===== src/rtl/seq_divider.sv =====
// Multi-cycle radix-2 restoring divider with valid/ready handshakes on both sides.
// Define SEQ_DIV_SIGNED_EN to add two's-complement operation selected by is_signed_i.
module seq_divider #(
    parameter int unsigned WIDTH = 32
) (
    input  logic             clk_i,
    input  logic             reset_i,
    input  logic             in_valid_i,
    output logic             in_ready_o,
    input  logic [WIDTH-1:0] dividend_i,
    input  logic [WIDTH-1:0] divisor_i,
    input  logic             is_signed_i,
    output logic             out_valid_o,
    input  logic             out_ready_i,
    output logic [WIDTH-1:0] quotient_o,
    output logic [WIDTH-1:0] remainder_o,
    output logic             div_by_zero_o
);

    localparam int unsigned CntW = $clog2(WIDTH + 1);

    typedef enum logic [1:0] {StIdle, StRun, StDone} state_e;

    state_e           state_q, state_d;
    logic [WIDTH-1:0] rem_q, rem_d, quo_q, quo_d, dvsr_q, dvsr_d;
    logic [CntW-1:0]  cnt_q, cnt_d;
    logic             dbz_q, dbz_d;

    logic [WIDTH:0]   rem_sh, diff;
    logic             no_borrow;
    logic [WIDTH-1:0] step_rem, step_quo, fix_rem, fix_quo, mag_a, mag_b;
    logic             accept;

    assign accept = (state_q == StIdle) && in_valid_i;

`ifdef SEQ_DIV_SIGNED_EN
    logic neg_q_q, neg_r_q, sign_a, sign_b;

    always_comb begin
        sign_a  = is_signed_i & dividend_i[WIDTH-1];
        sign_b  = is_signed_i & divisor_i[WIDTH-1];
        mag_a   = sign_a ? -dividend_i : dividend_i;
        mag_b   = sign_b ? -divisor_i : divisor_i;
        // Remainder follows the dividend's sign: truncation toward zero.
        fix_quo = neg_q_q ? -step_quo : step_quo;
        fix_rem = neg_r_q ? -step_rem : step_rem;
    end

    always_ff @(posedge clk_i) begin
        if (reset_i) begin
            neg_q_q <= 1'b0;
            neg_r_q <= 1'b0;
        end else if (accept) begin
            neg_q_q <= sign_a ^ sign_b;
            neg_r_q <= sign_a;
        end
    end
`else
    logic unused_is_signed;

    assign unused_is_signed = is_signed_i;
    assign mag_a            = dividend_i;
    assign mag_b            = divisor_i;
    assign fix_quo          = step_quo;
    assign fix_rem          = step_rem;
`endif

    // Invariant rem_q < dvsr_q keeps the trial difference within WIDTH+1 bits.
    always_comb begin
        rem_sh    = {rem_q, quo_q[WIDTH-1]};
        diff      = rem_sh - {1'b0, dvsr_q};
        no_borrow = ~diff[WIDTH];
        step_rem  = no_borrow ? diff[WIDTH-1:0] : rem_sh[WIDTH-1:0];
        step_quo  = {quo_q[WIDTH-2:0], no_borrow};
    end

    always_comb begin
        state_d = state_q;
        rem_d   = rem_q;
        quo_d   = quo_q;
        dvsr_d  = dvsr_q;
        cnt_d   = cnt_q;
        dbz_d   = dbz_q;
        unique case (state_q)
            StIdle: begin
                if (in_valid_i) begin
                    dvsr_d = mag_b;
                    if (divisor_i == '0) begin
                        quo_d   = '1;
                        rem_d   = dividend_i;
                        dbz_d   = 1'b1;
                        state_d = StDone;
                    end else begin
                        quo_d   = mag_a;
                        rem_d   = '0;
                        dbz_d   = 1'b0;
                        cnt_d   = CntW'(WIDTH);
                        state_d = StRun;
                    end
                end
            end
            StRun: begin
                cnt_d = cnt_q - CntW'(1);
                if (cnt_q == CntW'(1)) begin
                    quo_d   = fix_quo;
                    rem_d   = fix_rem;
                    state_d = StDone;
                end else begin
                    quo_d = step_quo;
                    rem_d = step_rem;
                end
            end
            StDone: begin
                if (out_ready_i) begin
                    state_d = StIdle;
                end
            end
            default: state_d = StIdle;
        endcase
    end

    always_ff @(posedge clk_i) begin
        if (reset_i) begin
            state_q <= StIdle;
            rem_q   <= '0;
            quo_q   <= '0;
            dvsr_q  <= '0;
            cnt_q   <= '0;
            dbz_q   <= 1'b0;
        end else begin
            state_q <= state_d;
            rem_q   <= rem_d;
            quo_q   <= quo_d;
            dvsr_q  <= dvsr_d;
            cnt_q   <= cnt_d;
            dbz_q   <= dbz_d;
        end
    end

    assign in_ready_o    = (state_q == StIdle);
    assign out_valid_o   = (state_q == StDone);
    assign quotient_o    = quo_q;
    assign remainder_o   = rem_q;
    assign div_by_zero_o = dbz_q;

endmodule


===== config.mk =====
export PLATFORM = sky130hd
export DESIGN_NAME = seq_divider
export DESIGN_NICKNAME = d
export VERILOG_FILES = /design/src/rtl/seq_divider.sv
export SDC_FILE = /design/constraint.sdc
export NUM_CORES = 1
export LEC_CHECK = 0
export ABC_CLOCK_PERIOD_IN_PS = 4200
export CAP_MARGIN = 20
export CORE_MARGIN = 2
export CORE_UTILIZATION = 52
export CTS_CLUSTER_DIAMETER = 30
export CTS_CLUSTER_SIZE = 28
export DETAILED_ROUTE_END_ITERATION = 16
export GPL_ROUTABILITY_DRIVEN = 1
export MAX_ROUTING_LAYER = met4
export PLACE_DENSITY = 0.81
export SETUP_SLACK_MARGIN = 0.05
export SLEW_MARGIN = 25
export SYNTH_ARGS = -nofsm -noshare
export SYNTH_HDL_FRONTEND = slang
export SYNTH_SLANG_ARGS = --single-unit

===== constraint.sdc =====
create_clock -name clk_i -period 4.2 [get_ports clk_i]
set_clock_uncertainty 0.05 [all_clocks]
set_input_delay 0.42 -clock clk_i [delete_from_list [all_inputs] [get_ports clk_i]]
set_output_delay 0.42 -clock clk_i [all_outputs]
set_load 0.02 [all_outputs]

==> results of run 1 <==
per-stage QoR:
stage | cell area (um^2) | util (%) | std cells | setup WS [ns]
detailed placement | 8158 | 64.64 | 1142 | 0.6179
global route | 8502 | 67.37 | 1158 | 0.4072
global placement | 8158 | 64.64 | 1142 | 0.6674
floorplan | 6704 | - | 881 | 1.103
CTS | 8498 | 67.34 | 1158 | 0.6219
finish | 8502 | 67.37 | 1158 | 0.5745
state kept, by name (all words and copies together) (netlist names):
signal / flops
dvsr_q: 32
remainder_o: 32
state_q: 2
cnt_q: 6
div_by_zero_o: 1
quotient_o: 32
layout make-up:
cell class	count	share of cell area, %
timing repair buffer	144	16.97
sequential	105	24.72
multi-input combinational	681	50.01
inverter	40	1.766
clock inverter	4	0.8683
clock buffer	12	3.135
tap	172	2.531
path summary, 6_finish.rpt:
kind	start	cells after the start	end
min reg2reg	dvsr_q[5]$_SDFFE_PP0P_	2	dvsr_q[5]$_SDFFE_PP0P_
max	quotient_o[31]$_SDFFE_PP0P_	12	remainder_o[15]$_SDFFE_PP0P_
min	dvsr_q[5]$_SDFFE_PP0P_	2	dvsr_q[5]$_SDFFE_PP0P_
max reg2reg	quotient_o[31]$_SDFFE_PP0P_	12	remainder_o[15]$_SDFFE_PP0P_
layer usage:
metal,routed length [um],part of all wire (%)
met1,8221,42
met5,0,0
met2,9784,50
met3,1153,5.9
met4,424,2.2
power breakdown:
group,internal (mW),switching [mW]
clock,0.572,0.390
sequential,1.24,0.274
combinational,1.90,2.72
placed cells by master, fill, tap and decap left out, types with 8 or more instances in the layout:
cell             synthesis  final
ha_1                    34     34
and3_1                   8      8
o21ai_1                 16     15
o221ai_1                31     31
nor3_1                  12     11
xnor2_1                 19     19
o21a_1                   8      8
o21ai_0                 25     24
mux2i_1                  9      9
inv_1                   40     40
nand3_1                 15     15
a211oi_1                15     15
nor2_1                  69     67
a21o_1                  12     12
clkbuf_16                0      9
dfxtp_1                105    105
a21oi_1                135    135
clkdlybuf4s50_1          0    133
buf_4                    1      8
xor2_1                   9      9
nand2_1                139    139
nor4_1                   9      9
kinds of logic after synthesis:
| group | after synthesis | synth area share, % |
|---|---|---|
| AO/OA/AOI/OAI | 303 | 30.37 |
| XOR/XNOR | 28 | 3.658 |
| adder cells (fa/ha/maj) | 35 | 6.644 |
| buffers and inverters | 95 | 5.711 |
| flip-flops | 105 | 31.36 |
| multiplexers | 11 | 1.736 |
| AND/OR/NAND/NOR | 304 | 20.53 |
worst max-delay path, stage by stage (launching register included):
cell      delay (ns)
dfxtp_1         0.38
inv_1           0.06
ha_1            0.22
fa_1            0.41
nand2b_1        0.19
a21oi_2         0.26
o41ai_4         0.13
a21oi_4         0.26
o21ba_4         0.23
o31ai_4         0.17
nor2_2          0.66
mux2_4          0.36
a211oi_2        0.16
==> run metrics, run 1 <==
status complete, no violations; Max clock buf depth 2; post-synth top area share 31.35%; Fillers 1155; Vias 6958; LEAKAGE 3.231 nW; Final nets 1085; DRT antenna net count 0; initial cell density of the core 53.12%; relative slew slack around a third; post_cts resized 0; sequential share of the synthesized area 31.35%; area leader, netlist dfxtp_1; number of synthesized flops with an enable pin 0; fmax 275.8 MHz; sequential cell area ~2100 um^2; crit path max fanout 16; CP startpoint kind flip-flop; pin count of the biggest net entering global routing 108; die area about 14000 um^2; final WL 19580 um; buffers added on ports 134; clk slew on worst S/H paths about 0.070 ns; Die Ht 117.5 um; RSZ-0062 raised after global routing false; grt ovf 0; crit path kind reg -> reg; Top FF cell, synth dfxtp_1; grt met1 use 35.74%; critical path arrival approximately 3.9 ns; Crit path required time about 4.4 ns; root buffer cell clkbuf_16; DRC 0; Synth Net Count 985; minimum clock period 3.625 ns; ANT cells 0; DR iter-0 viols 670; core footprint around 13000 um^2; Num CTS Buffers 9; antenna violations before repair 0; Setup TNS Final 0 ns; Cell Rows 41; Crit. End Element flip-flop; number of detailed-route iterations in the first pass 6; FF+latch count, synth 105; Slew @ Worst Pin roughly 0.97 ns; Placer Congestion 0.8997; area of the multi-input gates 4252 um^2; CTS tree built; clk_lat worst skew 0.36 ns; most instantiated library cell after synthesis nand2_1; worst reg2reg setup slack ~0.57 ns; Mapped Area 6704 um^2; chip width 117.5 um; # Post-CTS Setup Buffers 0; Final Hold Viols 0; final setup violation count 0; Synth-to-Final Area Change 26.82%; Clock Sinks 105; wire per inst 16.91 um; Yosys warnings 0; Final Max Slew Viols 0; # hold bufs at CTS 0; Synth async-reset ratio 0%; met3 GRT Util 5.620%; crit share post-route 86.32%; P per Cell Area 835.2 nW/um^2; Area contributors post-synth dfxtp_1, a21oi_1, nand2_1, ha_1, o221ai_1; Max Cap Viol 0; first-pass GRT wire length about 32000 um; vias in the first global route between 6000 and 7000; Total Power Consumption 7.101 mW; H-Tree Depth 3; most frequent cells after synthesis nand2_1, a21oi_1, dfxtp_1, nor2_1, clkbuf_1; share of cells above drive strength 1 6.085%; synthesized area per cell 7.609 um^2; VDD IR max ~0.00064 V; GRT busiest layer met2; Fin Hold WS 0.4035 ns; met2 usage 48.28%; HP Class reg -> reg; DP Wirelength 13920 um; IO Pins 136; Netlist cell types 69; Post-Synthesis Cells 881; drt via density 6.009; GRT Overall Usage 28.96%
(Power assumes the default switching activity.)
==> run 2, diff against run 1 <==
--- a/config.mk
+++ b/config.mk
@@ -7,14 +7,12 @@
 export LEC_CHECK = 0
 export ABC_CLOCK_PERIOD_IN_PS = 4200
 export CAP_MARGIN = 20
-export CORE_MARGIN = 2
 export CORE_UTILIZATION = 52
 export CTS_CLUSTER_DIAMETER = 30
-export CTS_CLUSTER_SIZE = 28
 export DETAILED_ROUTE_END_ITERATION = 16
 export GPL_ROUTABILITY_DRIVEN = 1
 export MAX_ROUTING_LAYER = met4
-export PLACE_DENSITY = 0.81
+export PLACE_DENSITY_LB_ADDON = 0.1
 export SETUP_SLACK_MARGIN = 0.05
 export SLEW_MARGIN = 25
 export SYNTH_ARGS = -nofsm -noshare
==> run metrics, run 2 (same netlist as run 1, synthesis figures left out) <==
vias in the first global route 6204 (was 6376); Worst Reg-to-Reg Cells 14 (was 12); Final Hold Viols 0 (unchanged); minimum clock period 3.473 ns (was 3.625 ns); root buffer cell clkbuf_16 (unchanged); antenna violations before repair 0 (unchanged); slowest stage delay, CP 0.42 ns (was 0.66 ns); Clock power frac 12.1% (was 13.6%); # hold bufs at CTS 0 (unchanged); sequential cell area 2102 um^2 (unchanged); Setup TNS Final 0 ns (unchanged); switching pwr 3.381 mW (was 3.386 mW); commonest cells after routing, fill and taps aside nand2_1, a21oi_1, clkdlybuf4s50_1, dfxtp_1, nor2_1 (unchanged); Clock Sinks 105 (unchanged); Total Power Consumption 7.007 mW (was 7.101 mW); buffers added on ports 134 (unchanged); grt ovf 0 (unchanged); fmax 288.0 MHz (was 275.8 MHz); clk_lat worst skew 0.36 ns (about the same); status complete, no violations (unchanged); H-Tree Depth 3 (unchanged); Placer Congestion 0.9050 (was 0.8997); Reg power frac 21.6% (was 21.4%); wire per inst 16.76 um (was 16.91 um); Max clock buf depth 2 (unchanged); worst-path cell chain inv_1 -> ha_1 -> fa_1 -> nand2b_1 -> a21oi_2 -> o41ai_4 -> a21oi_4 -> o21ba_4 -> o31ai_4 -> buf_4 -> nor2_2 -> buf_4 -> or3_4 -> o221ai_2 (was inv_1 -> ha_1 -> fa_1 -> nand2b_1 -> a21oi_2 -> o41ai_4 -> a21oi_4 -> o21ba_4 -> o31ai_4 -> nor2_2 -> mux2_4 -> a211oi_2); internal power 3.627 mW (was 3.715 mW); P per Cell Area 826.0 nW/um^2 (was 835.2 nW/um^2); switching share of power 48.24% (was 47.69%); Most common cell on crit path buf_4; first-pass GRT wire length 30710 um (was 32000 um); most common cell after layout, fill and taps aside nand2_1 (unchanged); clk slew on worst S/H paths 0.07 ns (about the same); die area 13350 um^2 (was 13820 um^2); crit share post-route 82.68% (was 86.32%); DRT antenna net count 0 (unchanged); relative slew slack 51.97% (was 35.25%); area of the multi-input gates 4252 um^2 (unchanged); Max Cap Viol 0 (unchanged); crit path max fanout 16 (unchanged); IO Pins 136 (unchanged); Final Max Slew Viols 0 (unchanged); Slew @ Worst Pin 0.7177 ns (was 0.9688 ns); HP Class reg -> reg (unchanged); Fillers 1199 (was 1155); # Post-CTS Setup Buffers 0 (unchanged); GRT Overall Usage 30.43% (was 28.96%); DRC 0 (unchanged); Num CTS Buffers 9 (unchanged); share of cells above drive strength 1 6.370% (was 6.085%); post_cts resized 0 (unchanged); number of detailed-route iterations in the first pass 5 (was 6); DP Wirelength 14190 um (was 13920 um); pin count of the biggest net entering global routing 66 (was 108); Die Ht 115.5 um (was 117.5 um); DR iter-0 viols 533 (was 670); Crit path required time 4.39 ns (was 4.43 ns); Cell Rows 41 (unchanged); critical path arrival 3.66 ns (was 3.86 ns); Comb power frac 66.3% (was 65.1%); CTS tree built (unchanged); chip width 115.5 um (was 117.5 um); LEAKAGE 3.222 nW (was 3.231 nW); CP startpoint kind flip-flop (unchanged); RSZ-0062 raised after global routing false (unchanged); final WL 19460 um (was 19580 um); Critical-path top delay cell fa_1 (was nor2_2); crit path kind reg -> reg (unchanged); final setup violation count 0 (unchanged); initial cell density of the core 53.12% (unchanged); ANT cells 0 (unchanged); core footprint 12620 um^2 (unchanged); VDD IR max 0.0005560 V (was 0.0006415 V); Final nets 1089 (was 1085); drt via density 5.889 (was 6.009); Vias 6837 (was 6958); hold depth 2 (unchanged); Crit. End Element flip-flop (unchanged); Synth-to-Final Area Change 26.54% (was 26.82%)
-- run 2: worst paths after layout --
check             slack (ns)                            to                        start
setup reg to reg        0.73  remainder_o[23]$_SDFFE_PP0P_  quotient_o[31]$_SDFFE_PP0P_
setup / recovery        0.73  remainder_o[23]$_SDFFE_PP0P_  quotient_o[31]$_SDFFE_PP0P_
hold / removal          0.41        dvsr_q[3]$_SDFFE_PP0P_       dvsr_q[3]$_SDFFE_PP0P_
hold reg to reg         0.41        dvsr_q[3]$_SDFFE_PP0P_       dvsr_q[3]$_SDFFE_PP0P_
-- run 2: power groups by stage --
stage	Clock [mW]	Sequential, mW	Combinational (mW)
2_1_floorplan	0	1.65	3.27
3_3_place_gp	0	1.53	4.54
3_5_place_dp	0	1.53	4.58
4_1_cts	0.858	1.51	4.60
5_1_grt	0.896	1.54	5.07
6_report	0.845	1.52	4.65
-- run 2: area by class of cell --
| cell class | count | share of cell area [%] |
|---|---|---|
| Timing Repair Buffer | 148 | 17.40 |
| Clock buffer | 11 | 2.979 |
| Clock inverter | 4 | 0.4130 |
| Tap cell | 172 | 2.537 |
| Sequential cell | 105 | 24.78 |
| Inverter | 40 | 1.770 |
| Multi-Input combinational cell | 681 | 50.12 |
-- run 2: layer usage --
layer | GRT usage [%] | routed length (um)
met4 | 10.39 | 405
met1 | 36.87 | 8621
met5 | - | 0
met2 | 51.46 | 9570
met3 | 4.603 | 862
-- run 2: metrics by stage --
stage | std cells | utilization (%) | hold slack [ns] | setup WS (ns) | cell area [um^2]
floorplan | 881 | - | 0.3863 | 1.103 | 6704
global placement | 1145 | 64.72 | 0.3923 | 0.7863 | 8168
detailed placement | 1146 | 64.94 | 0.3974 | 0.7455 | 8195
CTS | 1161 | 67.22 | 0.4076 | 0.7455 | 8483
global route | 1161 | 67.22 | 0.4237 | 0.4867 | 8483
finish | 1161 | 67.22 | 0.4068 | 0.7273 | 8483
-- run 2: critical path, delay by kind of cell, from the launching register on --
kind	cells	cell delay, ns
DFF	1	0.40
and+or+nand+nor	3	0.67
AOI/OAI and AO/OA	6	1.05
adders and majority gates	2	0.65
buffers and inverters	3	0.54
